<file path="src/rtl/pivot_row_reader.sv">
`default_nettype none
// ============================================================================
//  Module   : pivot_row_reader
//  Purpose  : Streams the normalised pivot row out of the pivot-row BRAM as an
//             AXI-Stream master. Reads are issued on a native BRAM read port;
//             returning data lands in a small FIFO so consumer backpressure
//             never drops a word.
//  Ports    : clk, reset (sync, active-high)
//             start / num_cols      - row request (num_cols latched on accept)
//             cont / terminate      - sticky row-done / zero-length-row flags
//             ren / ridx / rdata    - BRAM read port (rdata RD_LAT after ren)
//             M_AXIS_PIVOTROW_*     - AXI-Stream master toward row elimination
//  Revision : 1.0 - initial release
// ============================================================================
module pivot_row_reader #(
  parameter int DATAW      = 32,
  parameter int RD_LAT     = 2,
  parameter int FIFO_DEPTH = 4
) (
  input  logic             clk,
  input  logic             reset,
  input  logic             start,
  input  logic [15:0]      num_cols,
  output logic             cont,
  output logic             terminate,
  output logic             ren,
  output logic [15:0]      ridx,
  input  logic [DATAW-1:0] rdata,
  output logic [DATAW-1:0] M_AXIS_PIVOTROW_TDATA,
  output logic             M_AXIS_PIVOTROW_TVALID,
  input  logic             M_AXIS_PIVOTROW_TREADY,
  output logic             M_AXIS_PIVOTROW_TLAST
);

  localparam int c_ptr_w  = (FIFO_DEPTH > 1) ? $clog2(FIFO_DEPTH) : 1;
  localparam int c_cnt_w  = $clog2(FIFO_DEPTH + 1);
  localparam int c_infl_w = $clog2(RD_LAT + 1);

  typedef enum logic [1:0] {
    S_IDLE   = 2'd0,
    S_STREAM = 2'd1,
    S_DONE   = 2'd2
  } state_t;

  state_t             r_state;
  logic [15:0]        r_num_cols;
  logic [15:0]        r_issued;
  logic [15:0]        r_sent;
  logic               r_cont;
  logic               r_terminate;
  logic [RD_LAT-1:0]  r_vld;
  logic [DATAW-1:0]   r_mem [FIFO_DEPTH];
  logic [c_ptr_w-1:0] r_wr_ptr;
  logic [c_ptr_w-1:0] r_rd_ptr;
  logic [c_cnt_w-1:0] r_count;

  logic [c_infl_w-1:0] w_inflight;
  logic                w_ren;
  logic                w_push;
  logic                w_valid;
  logic                w_pop;
  logic                w_last;

  // Reads still travelling through the BRAM pipeline.
  always_comb begin
    w_inflight = '0;
    for (int i = 0; i < RD_LAT; i++) begin
      w_inflight = w_inflight + c_infl_w'(r_vld[i]);
    end
  end

  // Credit check: a read is only issued when the FIFO is guaranteed to have
  // room for it on return, counting everything already in flight.
  assign w_ren   = (r_state == S_STREAM) && (r_issued < r_num_cols) &&
                   ((int'(r_count) + int'(w_inflight)) < FIFO_DEPTH);
  assign w_push  = r_vld[RD_LAT-1];
  assign w_valid = (r_count != '0);
  assign w_pop   = w_valid && M_AXIS_PIVOTROW_TREADY;
  assign w_last  = w_valid && (r_sent == r_num_cols - 16'd1);

  assign ren                    = w_ren;
  assign ridx                   = r_issued;
  assign cont                   = r_cont;
  assign terminate              = r_terminate;
  assign M_AXIS_PIVOTROW_TDATA  = r_mem[r_rd_ptr];
  assign M_AXIS_PIVOTROW_TVALID = w_valid;
  assign M_AXIS_PIVOTROW_TLAST  = w_last;

  // Read-tag shift register; clearing it on reset discards in-flight reads.
  generate
    if (RD_LAT == 1) begin : g_vld_single
      always_ff @(posedge clk) begin
        if (reset) r_vld <= '0;
        else       r_vld <= w_ren;
      end
    end else begin : g_vld_shift
      always_ff @(posedge clk) begin
        if (reset) r_vld <= '0;
        else       r_vld <= {r_vld[RD_LAT-2:0], w_ren};
      end
    end
  endgenerate

  function automatic logic [c_ptr_w-1:0] ptr_inc(input logic [c_ptr_w-1:0] p);
    if (int'(p) == FIFO_DEPTH - 1) return '0;
    return p + c_ptr_w'(1);
  endfunction

  always_ff @(posedge clk) begin
    if (w_push) r_mem[r_wr_ptr] <= rdata;
  end

  always_ff @(posedge clk) begin
    if (reset) begin
      r_wr_ptr <= '0;
      r_rd_ptr <= '0;
      r_count  <= '0;
    end else begin
      if (w_push) r_wr_ptr <= ptr_inc(r_wr_ptr);
      if (w_pop)  r_rd_ptr <= ptr_inc(r_rd_ptr);
      case ({w_push, w_pop})
        2'b10:   r_count <= r_count + c_cnt_w'(1);
        2'b01:   r_count <= r_count - c_cnt_w'(1);
        default: r_count <= r_count;
      endcase
    end
  end

  always_ff @(posedge clk) begin
    if (reset) begin
      r_state     <= S_IDLE;
      r_num_cols  <= '0;
      r_issued    <= '0;
      r_sent      <= '0;
      r_cont      <= 1'b0;
      r_terminate <= 1'b0;
    end else begin
      case (r_state)
        S_IDLE, S_DONE: begin
          if (start) begin
            r_num_cols  <= num_cols;
            r_issued    <= '0;
            r_sent      <= '0;
            r_cont      <= 1'b0;
            r_terminate <= 1'b0;
            if (num_cols == 16'd0) begin
              r_terminate <= 1'b1;
              r_state     <= S_DONE;
            end else begin
              r_state     <= S_STREAM;
            end
          end
        end
        S_STREAM: begin
          if (w_ren) r_issued <= r_issued + 16'd1;
          if (w_pop) begin
            r_sent <= r_sent + 16'd1;
            if (w_last) begin
              r_cont  <= 1'b1;
              r_state <= S_DONE;
            end
          end
        end
        default: r_state <= S_IDLE;
      endcase
    end
  end

endmodule
`default_nettype wire
</file>
<file path="config.mk">
export PLATFORM = sky130hd
export DESIGN_NAME = pivot_row_reader
export DESIGN_NICKNAME = d
export VERILOG_FILES = /design/src/rtl/pivot_row_reader.sv
export SDC_FILE = /design/constraint.sdc
export NUM_CORES = 1
export LEC_CHECK = 0
export BUFFER_PORTS_ARGS = -buffer_cell sky130_fd_sc_hd__buf_4
export CAP_MARGIN = 10
export CORE_MARGIN = 1.5
export CORE_UTILIZATION = 30
export DETAILED_ROUTE_END_ITERATION = 8
export PLACE_DENSITY = 0.52
export SLEW_MARGIN = 20
export SYNTH_ARGS = -nofsm -noshare
export SYNTH_HDL_FRONTEND = slang
export SYNTH_SLANG_ARGS = --single-unit
</file>
<file path="constraint.sdc">
create_clock -name clk -period 4.6 [get_ports clk]
set_input_delay 0.46 -clock clk [delete_from_list [all_inputs] [get_ports clk]]
set_output_delay 0.46 -clock clk [all_outputs]
set_load 0.005 [all_outputs]
</file>
After elaboration in Yosys (flattened, before gate mapping)
Memory sizes are Yosys's and may differ from the RTL's. A register that Yosys moved wholly into a read port is not among the register bits. Index checks and enable logic that the tools add are counted.

Logic and storage cells: 78. Memories kept: 1. Flip-flop bits (word level): 61. Memory bits (read-only): 0. Latch bits: 0. Memory bits (writable): 128. Output and inout bits: 53.

Memories: r_mem (depth 4, bits a word 32, read ports 1, clocked after memory_dff 1, wr ports 1, line 52) `logic [DATAW-1:0] r_mem [FIFO_DEPTH];`.

$mul: 0. Multiplexer cells: 30. Reductions and logical operators: 15. Bitwise logic cells: 0. Divide/modulo/power cells: 0. Add/subtract/negate cells: 9. Magnitude comparators: 2. Shifts and indexed selects: 0. Equality and inequality tests: 11.

Operators with widths (count): $pmux 16 s2 (2); $mux 16 (3); $add 16x1->16 const B (2); $mux 2 (10); $eq 16x16->1 (1); $logic_not 16->1 (1); $lt 16x16->1 (1); $sub 16x1->16 const B (1); $mux 1 (12); $reduce_and 3->1 (3); $eq 2x1->1 const B (4); $ne 2x2->1 const B (4); $pmux 3 s2 (1); $add 2x1->2 const B (2); $add 3x2->4 (1); $eq 2x2->1 const B (2); $logic_and 1x1->1 (4); $lt 4x3->1 const B (1); $pmux 2 s2 (1); $reduce_and 4->1 (1); $reduce_bool 2->1 (2); $add 3x1->3 const B (1); $reduce_bool 3->1 (1); $sub 3x1->3 const B (1); 5 further kinds (5).

Depth between registers and ports, before layout
Depth in word-level cells: 7. Gate-level depth with buffers: 10.

Worst setup path after synthesis
Ideal clock, no wire load.

Kind: register -> output. From: register r_num_cols[0]. To: output M_AXIS_PIVOTROW_TLAST. Arrival: 2092 ps. Buffers on the path: 1. Slack: 2048 ps. Stages on the path, launching flop included: 10. Cells stage by stage: dfxtp_1 inv_1 ha_1 or4b_1 buf_2 nor4b_1 mux2_2 nand2b_1 nor4_1 and3_1.

Longest elaborated chain between the ends: 3.

RTL lines: start: declaration (line 46) `logic [15:0] r_num_cols;`; start signal: assignment (line 141) `r_num_cols <= num_cols;`; $sub 16x1->16 (line 79) `assign w_last = w_valid && (r_sent == r_num_cols - 16'd1);`; $eq 16x16->1 (line 79); $logic_and 1x1->1 (line 79); end: declaration (line 32) `output logic M_AXIS_PIVOTROW_TLAST`.

No other way between the ends.

Worst setup path after layout
From: register r_num_cols[14]. To: output ren.

Longest elaborated chain between the ends: 3.

RTL lines: $lt 16x16->1 (line 74) `assign w_ren = (r_state == S_STREAM) && (r_issued < r_num_cols) &&`; $logic_and 1x1->1 (2 in series) (line 74); end: declaration (line 26) `output logic ren,`.

No other way between the ends.

==> results.ini <==
[min_path]
hp-class=in -> reg
worstHoldStart=rdata[1]

[yosys]
synth-edff-count=128
synthCells=647
syn-num-nets=725
yosysWarnings=0
async_flop_share=0
synth-compound-area-share=0.0909
synthXorXnorAreaFrac=0.0293
synthFlopType=edfxtp_1
synth_seq_cells=191
yosysUniqueCellTypes=65
synth_area_sq_um=8470
synthMuxAreaShare=0.0948
synth_top_family_by_area=simple AND/OR/NAND/NOR gates
yosys.area_share.adder=0.0393
ys_seq_area_frac=0.603
yosys.area_share.simple=0.114
avgSynthCellArea_sq_um=13.1

[critical_path]
worstPathRequired_ps=4140
critPathLaunchType=flip-flop
cp.arrival_ps=2950
startpoint=r_num_cols[14]$_SDFFE_PP0P_
crit_type=reg -> out
r2r-start=r_num_cols[14]$_SDFFE_PP0P_
worst_setup_path_end_kind=output pin
crit_fanout=30

[power]
switching_share=0.278
combPwrFrac=0.124
p_leak_nw=3.55
power_frac_seq=0.478
p_per_area_nw_per_um2=391
clockPowerShare=0.398
total_power_mw=4.03
power.switching_mw=1.12
peakVddDrop_mv=0.247
power.internal_mw=2.91

[flow_run]
drv_cap=0

[routing]
route.top_layer_used=met4
wl_per_cell_um=16.5
ant_nets=0
wl_met2_mm=9.02
wl_met3_um=791
first_pass_iters=4
wirelength_mm=18.9
num_vias=5469
viasPerCell=4.79
first_iter_violations=258
wl_met1_mm=8.87
drcViolationCount=0

[layout]
syn_to_final_growth_pct=21.6
final_nets=828
drive_gt1_frac=0.252
antenna_cells=0
fill_cells=2759
regArea_sq_um=5110
multi_input_comb_area_sq_um=3120

[cts]
numCtsBuffers=17
worst_skew_pair.late_latency_ps=440
h-tree-depth=4
clk_pin_slew_ps=90
post_cts_buffers=0
cts-root-buf=clkbuf_16
ctsLongestPathBuffers=2
clock-sinks=191
postCtsHoldBufs=0
cts_resized=0
cts_tree=done

[global_route]
grt_use_total=0.133
gr-total-overflow=0
antenna_found_initial=0
grt_start_max_net_pins=38
grt_first_pass_wirelength_mm=29.6
grt_pass1_vias=5407

[die]
dieArea_sq_um=29200
die_w_um=171
die_h_um=171
io_pins=105
num_rows=61
start_util=0.305
core-area_sq_um=27800

[timing]
fin_tns_setup_ps=0
slew_violations=0
relSlewSlack=0.300
period_share=0.740
hold_violations=0
fmax_mhz=294
fin_skew_ps=20.5
post-route-min-period_ps=3410
grt_setup_unrepaired=no
setup_violations=0
worst_pin_slew_ps=1050

[run_status]
status=complete, no violations

[placed_design]
place_hpwl_mm=12.5
place.gp.congestion=0.841
port_buffers=104

[worst max-delay path, cell delays in order, from the launching register on]
cell and delay (ps):
dfxtp_1 430, inv_1 70, ha_1 280, a21o_1 170, a2111oi_2 440, o2111ai_1 180, a211o_1 620, nand2_1 190
buf_4 130
[path summary, 6_finish.rpt]
| kind | slack (ps) | end | depth (start not counted) |
|---|---|---|---|
| min | 220 | r_mem[1][1]$_DFFE_PP_ | 1 |
| min reg2reg | 470 | terminate$_SDFFE_PP0P_ | 2 |
| max | 1190 | ren | 8 |
| max reg2reg | 1750 | ridx[9]$_SDFFE_PP0P_ | 8 |
[cells in the final DEF (no fill, tap or decap), drive strengths merged, types with 5 or more instances in the layout]
master / synthesis / routed
and2: 6 / 6
nor3: 5 / 5
a21oi: 54 / 54
mux2i: 6 / 6
or3: 19 / 19
nand4: 12 / 12
mux4: 32 / 32
buf: 10 / 113
xnor2: 14 / 14
a21o: 6 / 6
xor2: 9 / 9
edfxtp: 128 / 128
ha: 25 / 25
nor2: 25 / 25
dfxtp: 63 / 63
clkbuf: 19 / 17
nor2b: 5 / 5
nand2: 68 / 68
nand2b: 6 / 6
nand3: 14 / 14
a2111o: 11 / 11
inv: 28 / 39
o21ai: 25 / 25
nor4: 6 / 6
and3: 5 / 5
[metal layers]
metal / track usage / up-vias
met5: 0 / -
met4: 0.0297 / 0
met3: 0.0319 / 15
met2: 0.222 / 129
met1: 0.174 / 2664
li1: - / 2661
[cell families (layout without fill, tap and decap cells)]
| group | count (synthesis) | after routing |
|---|---|---|
| DFF | 191 | 191 |
| and+or+nand+nor | 188 | 188 |
| AOI/OAI and AO/OA | 120 | 120 |
| buffers and inverters | 57 | 173 |
| muxes | 40 | 40 |
| adders and majority gates | 26 | 26 |
| xor gates and xnor gates | 25 | 25 |
[flip-flops by register name (all words and copies together) (netlist names), named ones only]
register,flops
r_vld,2
cont,1
r_wr_ptr,2
terminate,1
r_state,2
r_count,3
r_mem,128
ridx,16
r_sent,16
r_num_cols,16
r_rd_ptr,2
[stage by stage]
step / setup slack [ps] / cell area [sq um] / hold WS (ps) / util / cells
finish: 1190 / 10300 / 219 / 0.371 / 1141
floorplan: 2050 / 8470 / 445 / - / 647
CTS: 1160 / 10300 / 196 / 0.371 / 1141
global route: 978 / 10300 / 188 / 0.371 / 1141
global placement: 1670 / 9650 / 455 / 0.347 / 1109
detailed placement: 1640 / 9650 / 459 / 0.347 / 1109
[power by group through the flow]
stage               sequential (mW)  combinational, mW  clock (mW)
floorplan                      1.93              0.340           0
global placement               1.97              0.505           0
detailed placement             1.97              0.506           0
CTS                            1.93              0.509        1.65
global route                   1.94              0.554        1.71
finish                         1.93              0.501        1.60
[final cells by class]
type | instances | area share
Clock buffer | 17 | 0.0413
Multi-Input combinational cell | 399 | 0.303
Clock inverter | 15 | 0.0216
Sequential cell | 191 | 0.496
Inverter | 28 | 0.0102
Timing Repair Buffer | 113 | 0.0824
Tap cell | 378 | 0.0459
[cell usage after synthesis (2+ instances only)]
| master | count | area, sq um |
|---|---|---|
| nor2b_1 | 5 | 31.3 |
| mux2i_1 | 6 | 60.1 |
| nand4b_1 | 2 | 17.5 |
| a21o_1 | 6 | 45.0 |
| buf_1 | 6 | 22.5 |
| a31o_2 | 2 | 17.5 |
| o21ai_0 | 25 | 125 |
| nor2_1 | 25 | 93.8 |
| a31oi_1 | 3 | 18.8 |
| o21a_1 | 2 | 15.0 |
| nand2b_1 | 6 | 37.5 |
| dfxtp_1 | 63 | 1260 |
| a21oi_1 | 54 | 270 |
| and4_1 | 3 | 26.3 |
| or2_2 | 2 | 12.5 |
| mux4_2 | 32 | 721 |
| nor4_1 | 6 | 37.5 |
| inv_1 | 28 | 105 |
| and3_1 | 5 | 31.3 |
| xnor2_1 | 14 | 123 |
| and2_1 | 6 | 37.5 |
| and3b_1 | 2 | 17.5 |
| nand2_1 | 68 | 255 |
| edfxtp_1 | 128 | 3840 |
| clkbuf_1 | 18 | 67.6 |
| ha_1 | 25 | 313 |
| mux2_2 | 2 | 22.5 |
| nand4_1 | 12 | 75.1 |
| or3_1 | 17 | 106 |
| nor3_1 | 5 | 25.0 |
| nand3_1 | 14 | 70.1 |
| buf_6 | 3 | 33.8 |
| xor2_1 | 9 | 78.8 |
| a2111o_1 | 11 | 124 |
| a21boi_0 | 2 | 15.0 |
No activity file was read; power rests on OpenSTA's default activity.
